## src/rtl/data_ram_init.sv

```systemverilog
// Single-port data memory with registered read, gated write, and a hardware
// clearing sweep after Reset or on Init so the control unit can stall on Busy.
module data_ram_init #(
  parameter int unsigned       DATA_W      = 8,
  parameter int unsigned       ADDR_W      = 4,
  parameter int unsigned       DEPTH       = 16,
  parameter logic [DATA_W-1:0] RESET_VALUE = '0
) (
  input  logic              Clk,
  input  logic              Reset,
  input  logic              Init,
  input  logic              We,
  input  logic              Re,
  input  logic [ADDR_W-1:0] Addr,
  input  logic [DATA_W-1:0] data_in,
  output logic [DATA_W-1:0] data_out,
  output logic              rd_valid,
  output logic              err,
  output logic              Busy
);

  typedef enum logic {
    ST_INIT,
    ST_IDLE
  } state_t;

  // One extra bit so DEPTH == 2**ADDR_W still fits in the range compare.
  localparam logic [ADDR_W:0]   DEPTH_EXT = (ADDR_W+1)'(DEPTH);
  localparam logic [ADDR_W-1:0] LAST_PTR  = ADDR_W'(DEPTH - 1);

  logic [DATA_W-1:0] mem [DEPTH];

  state_t            state, state_next;
  logic [ADDR_W-1:0] init_ptr, init_ptr_next;
  logic [DATA_W-1:0] data_out_next;
  logic              rd_valid_next, err_next;
  logic              mem_we;
  logic [ADDR_W-1:0] mem_waddr;
  logic [DATA_W-1:0] mem_wdata;
  logic              in_range;

  assign in_range = ({1'b0, Addr} < DEPTH_EXT);
  assign Busy     = (state == ST_INIT);

  // NOTE: every signal driven here gets a default first, so no path can
  // leave one unassigned and infer a latch.
  always_comb begin
    state_next    = state;
    init_ptr_next = init_ptr;
    data_out_next = data_out;
    rd_valid_next = 1'b0;
    err_next      = 1'b0;
    mem_we        = 1'b0;
    mem_waddr     = Addr;
    mem_wdata     = data_in;

    unique case (state)
      ST_INIT: begin
        if (Init) begin
          init_ptr_next = '0;
        end else begin
          mem_we        = 1'b1;
          mem_waddr     = init_ptr;
          mem_wdata     = RESET_VALUE;
          init_ptr_next = init_ptr + 1'b1;
          if (init_ptr == LAST_PTR) begin
            state_next    = ST_IDLE;
            init_ptr_next = '0;
          end
        end
      end

      ST_IDLE: begin
        if (Init) begin
          state_next    = ST_INIT;
          init_ptr_next = '0;
        end else if (in_range) begin
          mem_we = We;
          if (Re) begin
            rd_valid_next = 1'b1;
            // Write-first: a same-cycle write is what the read returns.
            data_out_next = We ? data_in : mem[Addr];
          end
        end else begin
          err_next = We | Re;
          if (Re) begin
            rd_valid_next = 1'b1;
            data_out_next = RESET_VALUE;
          end
        end
      end

      default: state_next = ST_INIT;
    endcase
  end

  // NOTE: sequential state uses non-blocking assignments so every flop
  // samples the pre-edge values regardless of block ordering.
  always_ff @(posedge Clk or posedge Reset) begin
    if (Reset) begin
      state    <= ST_INIT;
      init_ptr <= '0;
      data_out <= RESET_VALUE;
      rd_valid <= 1'b0;
      err      <= 1'b0;
    end else begin
      state    <= state_next;
      init_ptr <= init_ptr_next;
      data_out <= data_out_next;
      rd_valid <= rd_valid_next;
      err      <= err_next;
    end
  end

  // NOTE: the array has no reset term; it is cleared by the init sweep so it
  // can map onto real RAM.
  always_ff @(posedge Clk) begin
    if (mem_we) begin
      mem[mem_waddr] <= mem_wdata;
    end
  end

endmodule

```

## config.mk

```make
export PLATFORM = sky130hd
export DESIGN_NAME = data_ram_init
export DESIGN_NICKNAME = d
export VERILOG_FILES = /design/src/rtl/data_ram_init.sv
export SDC_FILE = /design/constraint.sdc
export NUM_CORES = 1
export LEC_CHECK = 0
export CORE_MARGIN = 2
export CORE_UTILIZATION = 50
export DETAILED_ROUTE_END_ITERATION = 6
export PLACE_DENSITY = 0.68
export SKIP_CTS_REPAIR_TIMING = 1
export SLEW_MARGIN = 20
export SYNTH_ARGS = -nofsm -noshare
export SYNTH_HDL_FRONTEND = slang
export SYNTH_SLANG_ARGS = --single-unit
```

## constraint.sdc

```tcl
create_clock -name Clk -period 2.59 [get_ports Clk]
set_input_delay 0.518 -clock Clk [delete_from_list [all_inputs] [get_ports Clk]]
set_output_delay 0.518 -clock Clk [all_outputs]
set_load 0.02 [all_outputs]
```

==> results of run 1 <==
==> layout by cell type (no fill, tap or decap), types with 2 or more instances in the layout <==
cell,synthesis,layout
nor2b_1,10,3
clkdlybuf4s50_1,0,25
dfrtp_1,14,14
a31oi_1,5,5
bufinv_16,0,3
clkbuf_1,3,2
buf_4,1,29
clkinv_4,0,2
mux2i_1,3,3
clkinv_2,0,3
nor2_1,23,23
nor2b_2,0,7
edfxtp_1,128,128
o22a_1,8,8
nor3b_1,2,2
nand2_1,23,23
clkbuf_16,0,17
inv_1,4,4
mux4_2,13,13
a22oi_1,16,16
clkbuf_8,5,3
buf_12,2,2
a21oi_1,12,12
clkinvlp_4,0,2
mux4_1,19,19
==> state kept, by name, summed over array words and instances, names as in the netlist <==
signal    flops
data_out      8
rd_valid      1
mem         128
init_ptr      4
state         1
==> final cells by class <==
class / count / area [µm²]
Clock buffer: 22 / 474
Fill cell: 818 / 4430
Sequential cell: 142 / 4190
Inverter: 4 / 15.0
Clock inverter: 10 / 138
Tap cell: 143 / 179
Multi-Input combinational cell: 148 / 1470
Timing Repair Buffer: 57 / 513
==> power breakdown <==
part	internal, µW	switching [µW]
clock	1590	858
combinational	155	196
sequential	2550	18.2
total	4290	1070
==> routing by layer <==
| layer | global-route usage, % | up-vias |
|---|---|---|
| li1 | - | 1375 |
| met4 | 8.94 | 0 |
| met3 | 4.00 | 16 |
| met5 | 0 | - |
| met1 | 28.4 | 1570 |
| met2 | 29.4 | 102 |
==> kinds of logic after synthesis <==
logic type | synth area share [%]
AO/OA/AOI/OAI | 4.88
XOR/XNOR | 0.149
adder cells (fa/ha/maj) | 0.213
buffers and inverters | 3.71
flip-flops | 71.5
multiplexers | 14.2
other | 0.0639
AND/OR/NAND/NOR | 5.29
==> worst max-delay path: stages <==
cell and delay (ps):
clkdlybuf4s50_1 460, nor2_2 450, buf_4 270, mux2_2 370, nand2_1 140, nor2_1 70, buf_4 200
==> how the worst max path moves through the flow <==
stage,startpoint,to,slack (ps),cells after the start
after floorplan,Init,mem[1][0],360,5
after global placement,Init,mem[0][2],50,3
after detailed placement,Init,mem[0][5],-40,7
after CTS,Init,mem[5][2],340,7
after global routing,Init,mem[1][5],130,7
final,Init,mem[5][2],250,7
==> per-stage QoR <==
stage | worst slack [ps] | std cells | utilization, % | setup TNS, ps
2_1_floorplan | 357 | 312 | - | 0
3_3_place_gp | 48.9 | 494 | 55.7 | 0
3_5_place_dp | -40.2 | 494 | 55.7 | -2490
4_1_cts | 335 | 526 | 61.1 | 0
5_1_grt | 131 | 526 | 61.2 | 0
6_report | 251 | 526 | 61.2 | 0
==> impl_metrics.py, run 1 <==
metrics = {
    "route": {
        "wl_per_cell_um": 22.1,
        "wl_met2_um": 5530,
        "top_layer_used": "met4",
        "num_vias": 3063,
        "via_per_inst": 5.82,
        "ant_nets": 0,
        "drc": 0,
        "routed_wl_um": 11600,
        "wl_met3_um": 649,
        "drt-met1-wl_um": 5130,
        "first_pass_iters": 5,
        "drt-initial-drc-count": 267,
    },
    "clock_tree": {
        "clockRootBuffer": "clkbuf_16",
        "cts-htree-levels": 4,
        "ctsLongestPathBuffers": 2,
        "cts_sinks": 142,
        "clk_pin_slew_ps": 60,
        "cts_buffers": 17,
        "clkLatencyLatePin_ps": 400,
        "cts_tree": "done",
    },
    "yosys": {
        "async_flop_share_pct": 9.86,
        "yosysWarnings": 0,
        "synth_cells": 312,
        "avgSynthCellArea_um2": 18.8,
        "ys_seq_area_share_pct": 71.5,
        "ys_types": 37,
        "yosys.cell_count.top_type": "edfxtp_1",
        "yosys.area.top_type": "edfxtp_1",
        "synth_nets": 330,
        "syn_area_um2": 5870,
        "synthFlopType": "edfxtp_1",
        "synth_top_cell_area_share_pct": 65.5,
        "synth_edf_count": 128,
        "ys_seq_elements": 142,
        "synth_area_leaders": "edfxtp_1 66%, mux4_1 8.5%, dfrtp_1 6.0%, mux4_2 5.0%, a22oi_1 2.0%",
        "synth_common_cells": "128 x edfxtp_1, 23 x nand2_1, 23 x nor2_1",
    },
    "floorplanning": {
        "fp.dieArea_um2": 12600,
        "initial_core_util_pct": 51.4,
        "dieHeight_um": 112,
        "io-pin-count": 28,
        "fp.coreArea_um2": 11400,
        "rows": 39,
        "fp.dieW_um": 112,
    },
    "critical_path": {
        "ff2ff_path_depth": 6,
        "path_class": "in2reg",
        "cp_data_arrival_time_ps": 2490,
        "timing.rr.start": "state",
        "path_max_fanout": 10,
        "startpoint_type": "input port",
        "cp.required_ps": 2740,
        "regToRegSetupSlack_ps": 290,
        "end_kind": "flop",
        "r2r-end": "mem[5][2]",
    },
    "global_routing": {
        "grt_pass1_wl_um": 17900,
        "track_usage_pct": 19.7,
        "grt-ovfl-total": 0,
        "grt_start_max_net_pins": 22,
        "grt_pass1_vias": 3070,
        "antenna_found_initial": 0,
    },
    "run": {
        "maxCapViolCount": 0,
    },
    "power_and_ir_drop": {
        "power_uw": 5360,
        "power_leakage_uw": 0.00244,
        "power_density_nw_per_um2": 768,
        "ir_drop_mv": 0.468,
    },
    "cells_and_area": {
        "finalNetCount": 388,
        "final_area_um2": 6990,
        "layout-drive-gt1-share_pct": 22.7,
        "area_delta_synth_final_pct": 19.1,
        "antennaDiodeCount": 0,
    },
    "timing": {
        "worstMarginPinSlew_ps": 758,
        "period_needed_ps": 2340,
        "finalHoldViolCount": 0,
        "slew-limit-headroom_pct": 49.2,
        "timing.hold.ws_ps": 451,
        "rsz0062_at_grt": "no",
        "drv_slew": 0,
        "period_share_pct": 90.3,
        "setup_viol": 0,
        "max_freq_mhz": 427,
        "skew_ps": 9.29,
    },
    "place": {
        "gp_congestion": 0.832,
        "place_area_um2": 6360,
        "io_buffers": 26,
        "dp_hpwl_um": 7580,
    },
    "hold_path": {
        "hold_path_class": "in2async",
    },
    "status": {
        "outcome": "finished, final reports clean",
    },
}
(Power assumes the default switching activity.)
==> inputs of run 2 (changes only) <==
- clock period: 2.59 -> 2.3 ns (I/O delays scaled with it)
==> run 2 against run 1 <==
- sequential power is 12% higher
- register-to-register slack hardly changed
- via count is 0.85% higher
- clock skew is 2.2 ps higher
- final cell count is 1.1% higher
- first-iteration DRC count is 36% higher
- combinational power is 15% higher
- wire length is 2.7% higher
- critical endpoint is now Busy
- highest routed layer unchanged
==> impl_metrics.py, run 2 (synthesis gave the netlist of run 1 again) <==
metrics = {
    "critical_path": {
        "r2r-end": "mem[6][1]",
        "path_max_fanout": 10,
        "end_kind": "primary output",
        "timing.rr.start": "state",
        "startpoint_type": "flop",
        "cp.required_ps": 1840,
        "cp_data_arrival_time_ps": 1680,
        "path_class": "reg2out",
        "ff2ff_path_depth": 6,
        "regToRegSetupSlack_ps": 290,
    },
    "timing": {
        "rsz0062_at_grt": "no",
        "tns_ps": 0,
        "drv_slew": 0,
        "max_freq_mhz": 468,
        "setup_ws_ps": 163,
        "finalHoldViolCount": 0,
        "period_share_pct": 92.9,
        "worstMarginPinSlew_ps": 746,
        "slew-limit-headroom_pct": 50.1,
        "period_needed_ps": 2140,
        "skew_ps": 11.5,
        "setup_viol": 0,
    },
    "cells_and_area": {
        "mostFrequentLayoutCell": "edfxtp_1",
        "antennaDiodeCount": 0,
        "layout-drive-gt1-share_pct": 24.4,
        "final_cell_mix": "128 x edfxtp_1, 34 x buf_4, 25 x clkdlybuf4s50_1",
        "largest-register": "mem",
        "largestRegisters": "mem x128, data_out x8, init_ptr x4",
        "finalNetCount": 394,
        "area_delta_synth_final_pct": 20.1,
        "fin_cells": 532,
        "largest_reg_flops": 128,
    },
    "hold_path": {
        "hold_path_class": "in2async",
    },
    "route": {
        "drc": 0,
        "first_pass_iters": 5,
        "routed_wl_um": 11900,
        "wl_per_cell_um": 22.4,
        "via_per_inst": 5.81,
        "wl_met2_um": 5590,
        "top_layer_used": "met4",
        "drt-initial-drc-count": 363,
        "wl_met3_um": 777,
        "drt-met1-wl_um": 5270,
        "ant_nets": 0,
        "num_vias": 3089,
    },
    "floorplanning": {
        "initial_core_util_pct": 51.4,
        "fp.coreArea_um2": 11400,
        "fp.dieW_um": 112,
        "rows": 39,
        "io-pin-count": 28,
        "fp.dieArea_um2": 12600,
        "dieHeight_um": 112,
    },
    "clock_tree": {
        "cts-htree-levels": 4,
        "ctsLongestPathBuffers": 2,
        "clockRootBuffer": "clkbuf_16",
        "cts_tree": "done",
        "cts_buffers": 17,
        "clkLatencyLatePin_ps": 410,
        "cts_sinks": 142,
        "clk_pin_slew_ps": 70,
    },
    "global_routing": {
        "antenna_found_initial": 0,
        "grt_pass1_vias": 3121,
        "grt-ovfl-total": 0,
        "grt_pass1_wl_um": 18300,
        "track_usage_pct": 20.3,
        "grt_start_max_net_pins": 25,
    },
    "place": {
        "io_buffers": 26,
        "gp_congestion": 0.814,
        "numPlacedInstances": 500,
        "dp_hpwl_um": 7710,
        "pre_cts_ws_ps": -252,
    },
    "power_and_ir_drop": {
        "power_density_nw_per_um2": 863,
        "ir_drop_mv": 0.536,
        "power_uw": 6080,
        "power_leakage_uw": 0.00247,
    },
    "status": {
        "outcome": "finished, final reports clean",
    },
    "run": {
        "maxCapViolCount": 0,
    },
}
[run 2: report_power, final]
part	switching, µW	leakage (µW)	total, µW	internal [µW]
sequential	22.9	0.00136	2890	2870
combinational	221	0.000813	405	184
clock	1060	0.000295	2780	1720
[run 2: worst max-delay path, cell delays in order, from the launching register on]
cell and delay (ps):
dfrtp_1 400, buf_4 180, inv_1 80, clkdlybuf4s50_1 610
[run 2: area by class of cell]
type	instances	area [µm²]
Inverter	4	15.0
Timing Repair Buffer	63	571
Sequential cell	142	4190
Tap cell	143	179
Fill cell	792	4370
Clock buffer	17	425
Clock inverter	15	185
Multi-Input combinational cell	148	1480
[run 2: routing by layer]
layer  global-route usage, %  up-vias
li1                        -     1386
met1                    28.7     1559
met2                    30.2      127
met3                    5.29       17
met4                    8.62        0
met5                       0        -
[run 2: worst max-delay path by stage]
stage                      from         end  slack [ps]  depth (start not counted)
after floorplan            Init   mem[1][0]         120                          5
after global placement     Init   mem[1][4]        -180                          8
after detailed placement   Init   mem[2][0]        -250                          8
after CTS                  Init  mem[15][4]         160                          8
after global routing      state        Busy         110                          3
final                     state        Busy         160                          3
[run 2: stage by stage]
stage                     hold slack, ps  cell area [µm²]  util [%]
after detailed placement             500             6420      56.2
after global routing                 455             7050      61.7
final                                405             7050      61.7
after global placement               491             6410      56.2
after CTS                            410             7030      61.6
after floorplan                      349             5870         -
